--- config.mk ---
export PLATFORM = sky130hd
export DESIGN_NAME = led_pattern_engine
export DESIGN_NICKNAME = d
export VERILOG_FILES = /design/src/rtl/led_pattern_engine.sv
export SDC_FILE = /design/constraint.sdc
export NUM_CORES = 1
export LEC_CHECK = 0
export CORE_UTILIZATION = 50
export CTS_BUF_LIST = sky130_fd_sc_hd__clkbuf_4 sky130_fd_sc_hd__clkbuf_8
export CTS_CLUSTER_DIAMETER = 150
export DETAILED_ROUTE_END_ITERATION = 8
export PLACE_DENSITY = 0.83
export SLEW_MARGIN = 20
export SYNTH_ARGS = -nofsm -noshare
export SYNTH_HDL_FRONTEND = slang
export SYNTH_SLANG_ARGS = --single-unit
--- constraint.sdc ---
create_clock -name clk -period 5.2 [get_ports clk]
set_input_delay 0.78 -clock clk [delete_from_list [all_inputs] [get_ports clk]]
set_output_delay 0.78 -clock clk [all_outputs]
set_load 0.01 [all_outputs]
--- src/rtl/led_pattern_engine.sv ---
// led_pattern_engine
// LED pattern generator with a programmable tick divider, eight pattern
// modes, a synchronised and debounced mode selector and seed loading.
// All outputs come straight from flops; reset is synchronous, active-high.

module led_pattern_engine #(
    parameter int unsigned           LED_SIZE        = 8,
    parameter int unsigned           DIV_WIDTH       = 28,
    parameter int unsigned           DEBOUNCE_CYCLES = 1_000_000,
    parameter logic [LED_SIZE-1:0]   RESET_PATTERN   = '0
) (
    input  logic                 clk,
    input  logic                 rst,
    input  logic                 enable,
    input  logic [DIV_WIDTH-1:0] period,
    input  logic [2:0]           mode,
    input  logic                 load,
    input  logic [LED_SIZE-1:0]  seed,
    output logic [LED_SIZE-1:0]  led_out,
    output logic                 tick,
    output logic [2:0]           mode_active
);

    // Pattern modes as seen on mode_active.
    typedef enum logic [2:0] {
        MODE_COUNT_UP    = 3'd0,
        MODE_HOLD        = 3'd1,
        MODE_SHIFT_LEFT  = 3'd2,
        MODE_SHIFT_RIGHT = 3'd3,
        MODE_INVERT      = 3'd4,
        MODE_COUNT_DOWN  = 3'd5,
        MODE_ROTATE_LEFT = 3'd6,
        MODE_BOUNCE      = 3'd7
    } pattern_mode_e;

    // Debounce counter only has to reach DEBOUNCE_CYCLES-1.
    localparam int unsigned DB_W    = (DEBOUNCE_CYCLES > 1) ? $clog2(DEBOUNCE_CYCLES) : 1;
    localparam logic [DB_W-1:0] DB_LAST = DB_W'(DEBOUNCE_CYCLES - 1);

    // Divider state
    logic [DIV_WIDTH-1:0] r_div;
    logic                 r_tick;

    // Mode synchroniser and debounce state
    logic [2:0]           r_mode_s1;
    logic [2:0]           r_mode_s2;
    logic [2:0]           r_mode_s3;
    logic [DB_W-1:0]      r_db_cnt;
    logic [2:0]           r_mode_active;

    // Pattern state; r_dir_right=0 means the bounce is moving left (towards MSB)
    logic [LED_SIZE-1:0]  r_led;
    logic                 r_dir_right;

    // Next-pattern logic
    pattern_mode_e        w_mode;
    logic                 w_one_hot;
    logic [LED_SIZE-1:0]  w_next_led;
    logic                 w_next_dir_right;

    assign w_mode    = pattern_mode_e'(r_mode_active);
    assign w_one_hot = (r_led != '0) && ((r_led & (r_led - LED_SIZE'(1))) == '0);

    // Tick divider: wraps when the count reaches or passes period, so a
    // period lowered below the current count wraps on the very next cycle.
    always_ff @(posedge clk) begin
        if (rst) begin
            r_div  <= '0;
            r_tick <= 1'b0;
        end else if (enable) begin
            if (r_div >= period) begin
                r_div  <= '0;
                r_tick <= 1'b1;
            end else begin
                r_div  <= r_div + DIV_WIDTH'(1);
                r_tick <= 1'b0;
            end
        end else begin
            r_tick <= 1'b0;
        end
    end

    // Mode synchroniser and debounce: a value is applied only after it has
    // stayed stable on s2/s3 for DEBOUNCE_CYCLES consecutive cycles.
    always_ff @(posedge clk) begin
        if (rst) begin
            r_mode_s1     <= '0;
            r_mode_s2     <= '0;
            r_mode_s3     <= '0;
            r_db_cnt      <= '0;
            r_mode_active <= '0;
        end else begin
            // NOTE: non-blocking assignments make this a real three-flop
            // chain; blocking ones would collapse it into a single stage.
            r_mode_s1 <= mode;
            r_mode_s2 <= r_mode_s1;
            r_mode_s3 <= r_mode_s2;
            if ((r_mode_s2 != r_mode_s3) || (r_mode_s2 == r_mode_active)) begin
                r_db_cnt <= '0;
            end else if (r_db_cnt == DB_LAST) begin
                r_mode_active <= r_mode_s2;
                r_db_cnt      <= '0;
            end else begin
                r_db_cnt <= r_db_cnt + DB_W'(1);
            end
        end
    end

    // Next pattern and bounce direction for the currently applied mode.
    always_comb begin
        // NOTE: defaults first so every path assigns both outputs and no
        // latch is inferred for the modes that leave the pattern alone.
        w_next_led       = r_led;
        w_next_dir_right = r_dir_right;
        case (w_mode)
            MODE_COUNT_UP:    w_next_led = r_led + LED_SIZE'(1);
            MODE_HOLD:        w_next_led = r_led;
            MODE_SHIFT_LEFT:  w_next_led = r_led << 1;
            MODE_SHIFT_RIGHT: w_next_led = r_led >> 1;
            MODE_INVERT:      w_next_led = ~r_led;
            MODE_COUNT_DOWN:  w_next_led = r_led - LED_SIZE'(1);
            MODE_ROTATE_LEFT: w_next_led = {r_led[LED_SIZE-2:0], r_led[LED_SIZE-1]};
            MODE_BOUNCE: begin
                if (!w_one_hot) begin
                    w_next_led       = LED_SIZE'(1);
                    w_next_dir_right = 1'b0;
                end else if (!r_dir_right && r_led[LED_SIZE-1]) begin
                    w_next_led       = r_led >> 1;
                    w_next_dir_right = 1'b1;
                end else if (r_dir_right && r_led[0]) begin
                    w_next_led       = r_led << 1;
                    w_next_dir_right = 1'b0;
                end else if (r_dir_right) begin
                    w_next_led       = r_led >> 1;
                end else begin
                    w_next_led       = r_led << 1;
                end
            end
            default: w_next_led = r_led;
        endcase
    end

    // Pattern register: load beats a same-cycle tick, whose step is dropped.
    always_ff @(posedge clk) begin
        if (rst) begin
            r_led       <= RESET_PATTERN;
            r_dir_right <= 1'b0;
        end else if (load) begin
            r_led       <= seed;
            r_dir_right <= 1'b0;
        end else if (r_tick) begin
            r_led       <= w_next_led;
            r_dir_right <= w_next_dir_right;
        end
    end

    assign led_out     = r_led;
    assign tick        = r_tick;
    assign mode_active = r_mode_active;

endmodule
# Word-level counts from Yosys, hierarchy flattened
# Cells that the tools add are included.
# word_totals
elab_cells,57
out_inout_bits,12
input_bits,43
ff_bits,70
# op_classes
n_lt_le_gt_ge,1
n_mux,12
n_eq_ne,12
n_addsub,4
bitwise,4
reduce_logical,15
# ops
op,count
$pmux 8 s7,1
$mux 8,6
$add 28x1->28 const B,1
$ge 28x28->1,1
$mux 28,1
$add 20x1->20 const B,1
$eq 20x20->1 const B,1
$eq 3x3->1 const B,4
$add 8x1->8 const B,1
$and 8x8->8,1
$logic_not 8->1,1
$not 8->8,1
$reduce_bool 8->1,1
$sub 8x1->8 const B,1
$eq 3x2->1 const B,2
$mux 1,4
$reduce_and 2->1,2
$reduce_or 2->1,2
$eq 3x1->1 const B,1
$eq 3x3->1,1
$logic_and 1x1->1,3
$logic_not 3->1,1
$ne 3x1->1 const B,1
$ne 3x3->1,1
7 further kinds,8

# Logic depth before layout (Yosys ltp)
# Gate-level depths: netlist of run 1.
# depth
depth_word,8
mapped_depth,12
ltp_nobuf,11

# Worst setup path before layout of run 1
# No wires, ideal clock.
# synth_timing
path_kind,register -> register
from,reg r_led[1] (netlist: led_out[1])
to,reg r_led[7] (netlist: led_out[7])
arrival_time_ps,3170
period_less_slack_ps,3265
setup_ps,95
n_path_buf,1
path_stages_with_launch,12
slack_ps,1935
required_time_ps,5105
path_cell_list,dfxtp_1 -> clkbuf_1 -> or3_1 -> or3_1 -> or3_1 -> ha_1 -> or4_1 -> nor4_2 -> o2111a_1 -> a21oi_1 -> a211o_1 -> a221oi_1
# synth_via
elab_chain_len,8
word_cells_on_any_way,10
cone_classes,add/sub: 2; mux: 4; bitwise: 1; reduce/logical: 3
# synth_rtl
item,line_no,rtl
"start, declared",52,logic [LED_SIZE-1:0] r_led;
"start signal, assigned",152,r_led <= w_next_led;
$sub 8x1->8,"62, 121",
$and 8x8->8,62,assign w_one_hot = (r_led != '0) && ((r_led & (r_led - LED_SIZE'(1))) == '0);
$logic_not 8->1,62,
$logic_and 1x1->1,62,
$mux 8,124,if (!w_one_hot) begin
$pmux 8 s7 *,115,case (w_mode)
$mux 8 *,151,end else if (r_tick) begin
$mux 8 *,148,end else if (load) begin
# Every way passes the cells marked *; elsewhere a longest branch is shown, timed or not. The select of a mux whose other input is x is not followed.
# A chain may end at the register's enable or synchronous reset.

# Worst setup path after layout of run 1
# layout_timing
from,reg r_led[0] (netlist: led_out[0])
to,reg r_led[7] (netlist: led_out[7])
# Same word-level chain as after synthesis.

==> results.toml, run 1 <==
[synth]
synth_edf_count = 0
ys_ff_latch = 70
async_flop_share_pct = 0
yosys_warnings = 0
ys_seq_area_share_pct = 32.0
synth_ff_type = "dfxtp_1"
syn_avg_cell_area_um2 = 8.10
syn_area_um2 = 4380
syn-num-nets = 621
ys_types = 55
syn_inst = 540

[drt]
vias_per_cell = 5.71
drt_first_pass_iters = 5
routed-via-count = 3916
drc = 0
ant_nets = 0
first_iter_violations = 192
routedWlPerCell_um = 13.9
drt-total-wl_um = 9530

[power]
p_leak_uw = 0.00200
ir_drop_mv = 0.123
cellPowerDensity_nw_per_um2 = 218

[grt]
antenna_found_initial = 0
grt_max_degree = 53
track_usage_pct = 22.7
grt_pass1_wl_um = 16200
grt_remaining_overflow = 0
grt_pass1_vias = 3575

[flow_run]
drv_cap = 0

[floorplanning]
std_cell_rows = 33
start_util_pct = 52.5
die_w_um = 95.6
die_area_um2 = 9130
io_pins = 55
dieHeight_um = 95.6
coreArea_um2 = 8340

[cells_and_area]
area_growth_pct = 17.0
regArea_um2 = 1400
drive_gt1_share_pct = 4.48
multi_input_area_um2 = 2690
layout_common_cells = "70 x dfxtp_1, 53 x clkdlybuf4s50_1, 51 x nor2_1"
nNetsFinal = 658
fin_cells = 686
post-route-util_pct = 61.4
n_antenna_cell = 0
layout_commonest_cell = "dfxtp_1"
fill_cells = 743

[cts]
clock-root-buffer = "clkbuf_8"
postCtsSetupBuffers = 0
cts.sinks = 70
ctsHoldBuffers = 0
htreeDepth = 3
path_clk_slew_ns = 0.08
cts_buffer_depth = 2
clk_latency_ns = 0.35
cts_resized = 0
cts-buffers-inserted = 9
cts_tree = "yes"

[placement]
placedCellCount = 671
place.gp.congestion = 0.900
dp_hpwl_um = 6870
port_buffers = 54
place_ws_ns = 1.47

[critical_path]
cp_max_fo = 14
required_ns = 5.45
start_kind = "register"
critical_path_class = "register to register"
rrSetupSlack_ns = 1.59
end_kind = "register"
arrival_ns = 3.86

[timing]
tightest_slew_ns = 0.749
drv_slew = 0
fmax_mhz = 277
finalWorstSetupSlack_ns = 1.59
fin_crit_ns = 3.61
setup_viol = 0
rsz0062_at_grt = "false"
hold_violations = 0
whs_ns = 0.450
timing.slew.headroom_pct = 49.8
fin_worst_skew_ns = 0.00970
min_period_over_period_pct = 69.4
setup_tns_ns = 0

[outcome]
status = "finished clean"

[worst_hold_path]
worstHoldPathType = "register to register"
## power breakdown
part | switching (uW) | internal [uW]
sequential | 16.7 | 544
clock | 205 | 233
combinational | 53.7 | 67.1
## metal layers
metal	up-vias	track usage [%]	share of wire (%)
li1	1980	-	-
met1	1796	28.9	45
met2	128	37.7	48
met3	12	5.26	5.1
met4	0	7.46	1.4
met5	-	0	0
## per-stage QoR
stage	power [uW]	cell area, um2
after floorplan	639	4380
after global placement	689	4930
after detailed placement	694	4930
after CTS	1120	5120
after global routing	1170	5120
final	1120	5120
## path summary, 6_finish.rpt
| check | cells past startpoint | startpoint | end |
|---|---|---|---|
| worst min register to register | 1 | r_mode_s1[0] | r_mode_s2[0] |
| worst max register to register | 10 | led_out[0] | led_out[7] |
| worst max-delay path | 10 | led_out[0] | led_out[7] |
| worst min-delay path | 1 | r_mode_s1[0] | r_mode_s2[0] |
## synthesized netlist by cell type (2+ instances only)
cell type,n,share of area (%)
a22oi_1,2,0.34
o21ai_1,2,0.23
a21oi_1,33,3.8
buf_6,2,0.51
o211ai_1,2,0.34
nor4_1,4,0.57
or2_2,4,0.57
xnor2_1,31,6.2
or4_1,5,0.86
xor2_1,22,4.4
nand2_1,26,2.2
nor2b_1,12,1.7
nand2b_1,5,0.71
mux2i_1,4,0.91
and3_1,6,0.86
o22ai_1,3,0.43
nor3_1,37,4.2
dfxtp_1,70,32
o21ai_0,8,0.91
clkbuf_1,25,2.1
a211o_1,4,0.80
a31oi_1,3,0.43
ha_1,38,11
nand3_1,25,2.9
or3_1,6,0.86
and4_1,4,0.80
inv_1,43,3.7
a211oi_1,7,1.2
a22o_1,4,0.80
a221oi_1,7,1.4
nor2_1,51,4.4
nand4_1,20,2.9
o21a_1,2,0.34
a21o_1,2,0.34
## sequential cells by signal, indices dropped and copies added (netlist names)
name / flops
led_out: 8
mode_active: 3
r_db_cnt: 20
r_dir_right: 1
r_div: 28
r_mode_s1: 3
r_mode_s2: 3
r_mode_s3: 3
tick: 1
## critical path, stage by stage (launching register included)
cell	delay (ns)
dfxtp_1	0.48
or3_1	0.45
or3_1	0.33
or3_1	0.34
ha_1	0.18
or4_1	0.49
nor4_2	0.26
o2111a_1	0.36
a21oi_1	0.11
a211o_1	0.28
a221oi_1	0.23
## cell type report
type / count / area share (%)
Timing Repair Buffer: 55 / 10.6
Sequential cell: 70 / 27.4
Inverter: 43 / 3.15
Clock buffer: 10 / 2.69
Multi-Input combinational cell: 398 / 52.5
Clock inverter: 5 / 1.15
Tap cell: 105 / 2.56
## kinds of logic (layout without fill, tap and decap cells)
group	after synthesis	count (layout)	synth area share (%)
AND/OR/NAND/NOR	212	212	24.9
AO/OA/AOI/OAI	90	90	13.9
buffers and inverters	72	113	6.55
flip-flops	70	70	32.0
XOR/XNOR	53	53	10.6
adder cells (fa/ha/maj)	38	38	10.9
multiplexers	5	5	1.17
No activity file was read; power rests on OpenSTA's default activity.
==> run 2: changes to the inputs <==
clock period = 3.8 ns   (was 5.2 ns; I/O delays follow)
==> run 2 against run 1 <==
Net effect:
- setup slack got worse by 1.3 ns
- sequential power up 37%
- via count rose by 2.0%
- highest routed layer unchanged
- sequential share of layout area about the same
- wire length rose by 3.6%
- core utilization up 0.11 points
- clock skew is 0.0038 ns higher
- non-clock buffer count up 3
- hold slack lost 0.0043 ns
- flip-flop and latch count unchanged
- clock power up 27%
- register-to-register slack got worse by 1.3 ns
==> results.toml, run 2 (synthesized netlist as in run 1, its figures left out) <==
[floorplanning]
coreArea_um2 = 8340
dieHeight_um = 95.6
die_w_um = 95.6
die_area_um2 = 9130
start_util_pct = 52.5
std_cell_rows = 33
io_pins = 55

[drt]
drt-total-wl_um = 9880
routed-via-count = 3994
drt_first_pass_iters = 4
first_iter_violations = 178
routedWlPerCell_um = 14.3
ant_nets = 0
drc = 0
vias_per_cell = 5.79

[timing]
fin_crit_ns = 3.51
rsz0062_at_grt = "false"
tightest_slew_ns = 0.799
hold_violations = 0
timing.slew.headroom_pct = 46.4
fmax_mhz = 285
drv_slew = 0
setup_viol = 0
setup_tns_ns = 0
min_period_over_period_pct = 92.5
fin_worst_skew_ns = 0.0135

[worst_hold_path]
worstHoldPathType = "register to register"

[cells_and_area]
n_antenna_cell = 0
fin_cells = 690
largest_register = "r_div"
fill_cells = 715
multi_input_area_um2 = 2690
layout_common_cells = "70 x dfxtp_1, 53 x clkdlybuf4s50_1, 51 x nor2_1"
largest_register_ffs = 28
nNetsFinal = 661
regArea_um2 = 1400
area_growth_pct = 17.2
layout_commonest_cell = "dfxtp_1"
drive_gt1_share_pct = 5.13

[flow_run]
drv_cap = 0

[placement]
port_buffers = 54
placedCellCount = 674
place.gp.congestion = 0.912
dp_hpwl_um = 7060

[cts]
cts_buffer_depth = 2
clk_latency_ns = 0.35
htreeDepth = 3
ctsHoldBuffers = 0
postCtsSetupBuffers = 0
cts_resized = 0
path_clk_slew_ns = 0.08
clock-root-buffer = "clkbuf_8"
cts_tree = "yes"
cts-buffers-inserted = 9
cts.sinks = 70

[power]
ir_drop_mv = 0.197
finalPower_uw = 1490
cellPowerDensity_nw_per_um2 = 291
p_leak_uw = 0.00201

[grt]
antenna_found_initial = 0
track_usage_pct = 23.2
grt_pass1_wl_um = 16700
grt_max_degree = 52
grt_pass1_vias = 3780
grt_remaining_overflow = 0

[critical_path]
critical_path_class = "register to register"
arrival_ns = 3.77
required_ns = 4.05
cp_max_fo = 14
start_kind = "register"
rrSetupSlack_ns = 0.29
end_kind = "register"

[outcome]
status = "finished clean"
-- run 2: cell types whose count changed in the layout (fill, tap and decap cells not counted) --
cell / before / now
buf_4: 1 / 4
clkinv_4: 0 / 3
bufinv_16: 1 / 0
clkbuf_8: 10 / 9
clkinvlp_4: 2 / 1
inv_8: 0 / 1
-- run 2: metrics by stage --
stage	utilization (%)	instance area [um2]	hold WS (ns)	worst slack, ns
3_5_place_dp	59.3	4950	0.432	0.329
3_3_place_gp	59.3	4950	0.420	0.413
6_report	61.5	5130	0.446	0.285
2_1_floorplan	-	4380	0.414	0.535
4_1_cts	61.5	5130	0.452	0.288
5_1_grt	61.5	5130	0.458	0.0316
-- run 2: layout make-up --
type / instances / share of cell area [%]
inverter: 43 / 3.15
multi-input combinational: 398 / 52.4
clock inverter: 7 / 1.15
tap: 105 / 2.56
timing repair buffer: 58 / 11.0
sequential: 70 / 27.3
clock buffer: 9 / 2.41
-- run 2: worst max-delay path, cell delays in order, from the launching register on --
cell      delay, ns
dfxtp_1        0.46
or3_1          0.45
or3_1          0.33
or3_1          0.32
ha_1           0.18
or4_1          0.49
nor4_2         0.26
o2111a_1       0.32
a21oi_1        0.10
a211o_1        0.28
a221oi_1       0.23
-- run 2: worst paths after layout --
kind                      from      endpoint  depth (start not counted)
hold / removal    r_mode_s1[1]  r_mode_s2[1]                          1
setup reg to reg    led_out[0]    led_out[7]                         10
hold reg to reg   r_mode_s1[1]  r_mode_s2[1]                          1
setup / recovery    led_out[0]    led_out[7]                         10
-- run 2: metal layers --
| layer | share of wire [%] | GRT usage (%) | vias to the layer above | wire (um) |
|---|---|---|---|---|
| met5 | 0 | 0 | - | 0 |
| met4 | 2.4 | 11.3 | 0 | 236 |
| met3 | 6.1 | 4.31 | 25 | 599 |
| met2 | 47 | 38.6 | 143 | 4670 |
| met1 | 44 | 28.6 | 1842 | 4370 |
| li1 | - | - | 1984 | - |
-- run 2: power by group --
group / internal [uW] / switching [uW] / leakage (uW)
Combinational: 93.9 / 77.7 / 0.00135
Clock: 245 / 310 / 0.0000917
Sequential: 744 / 21.7 / 0.000567
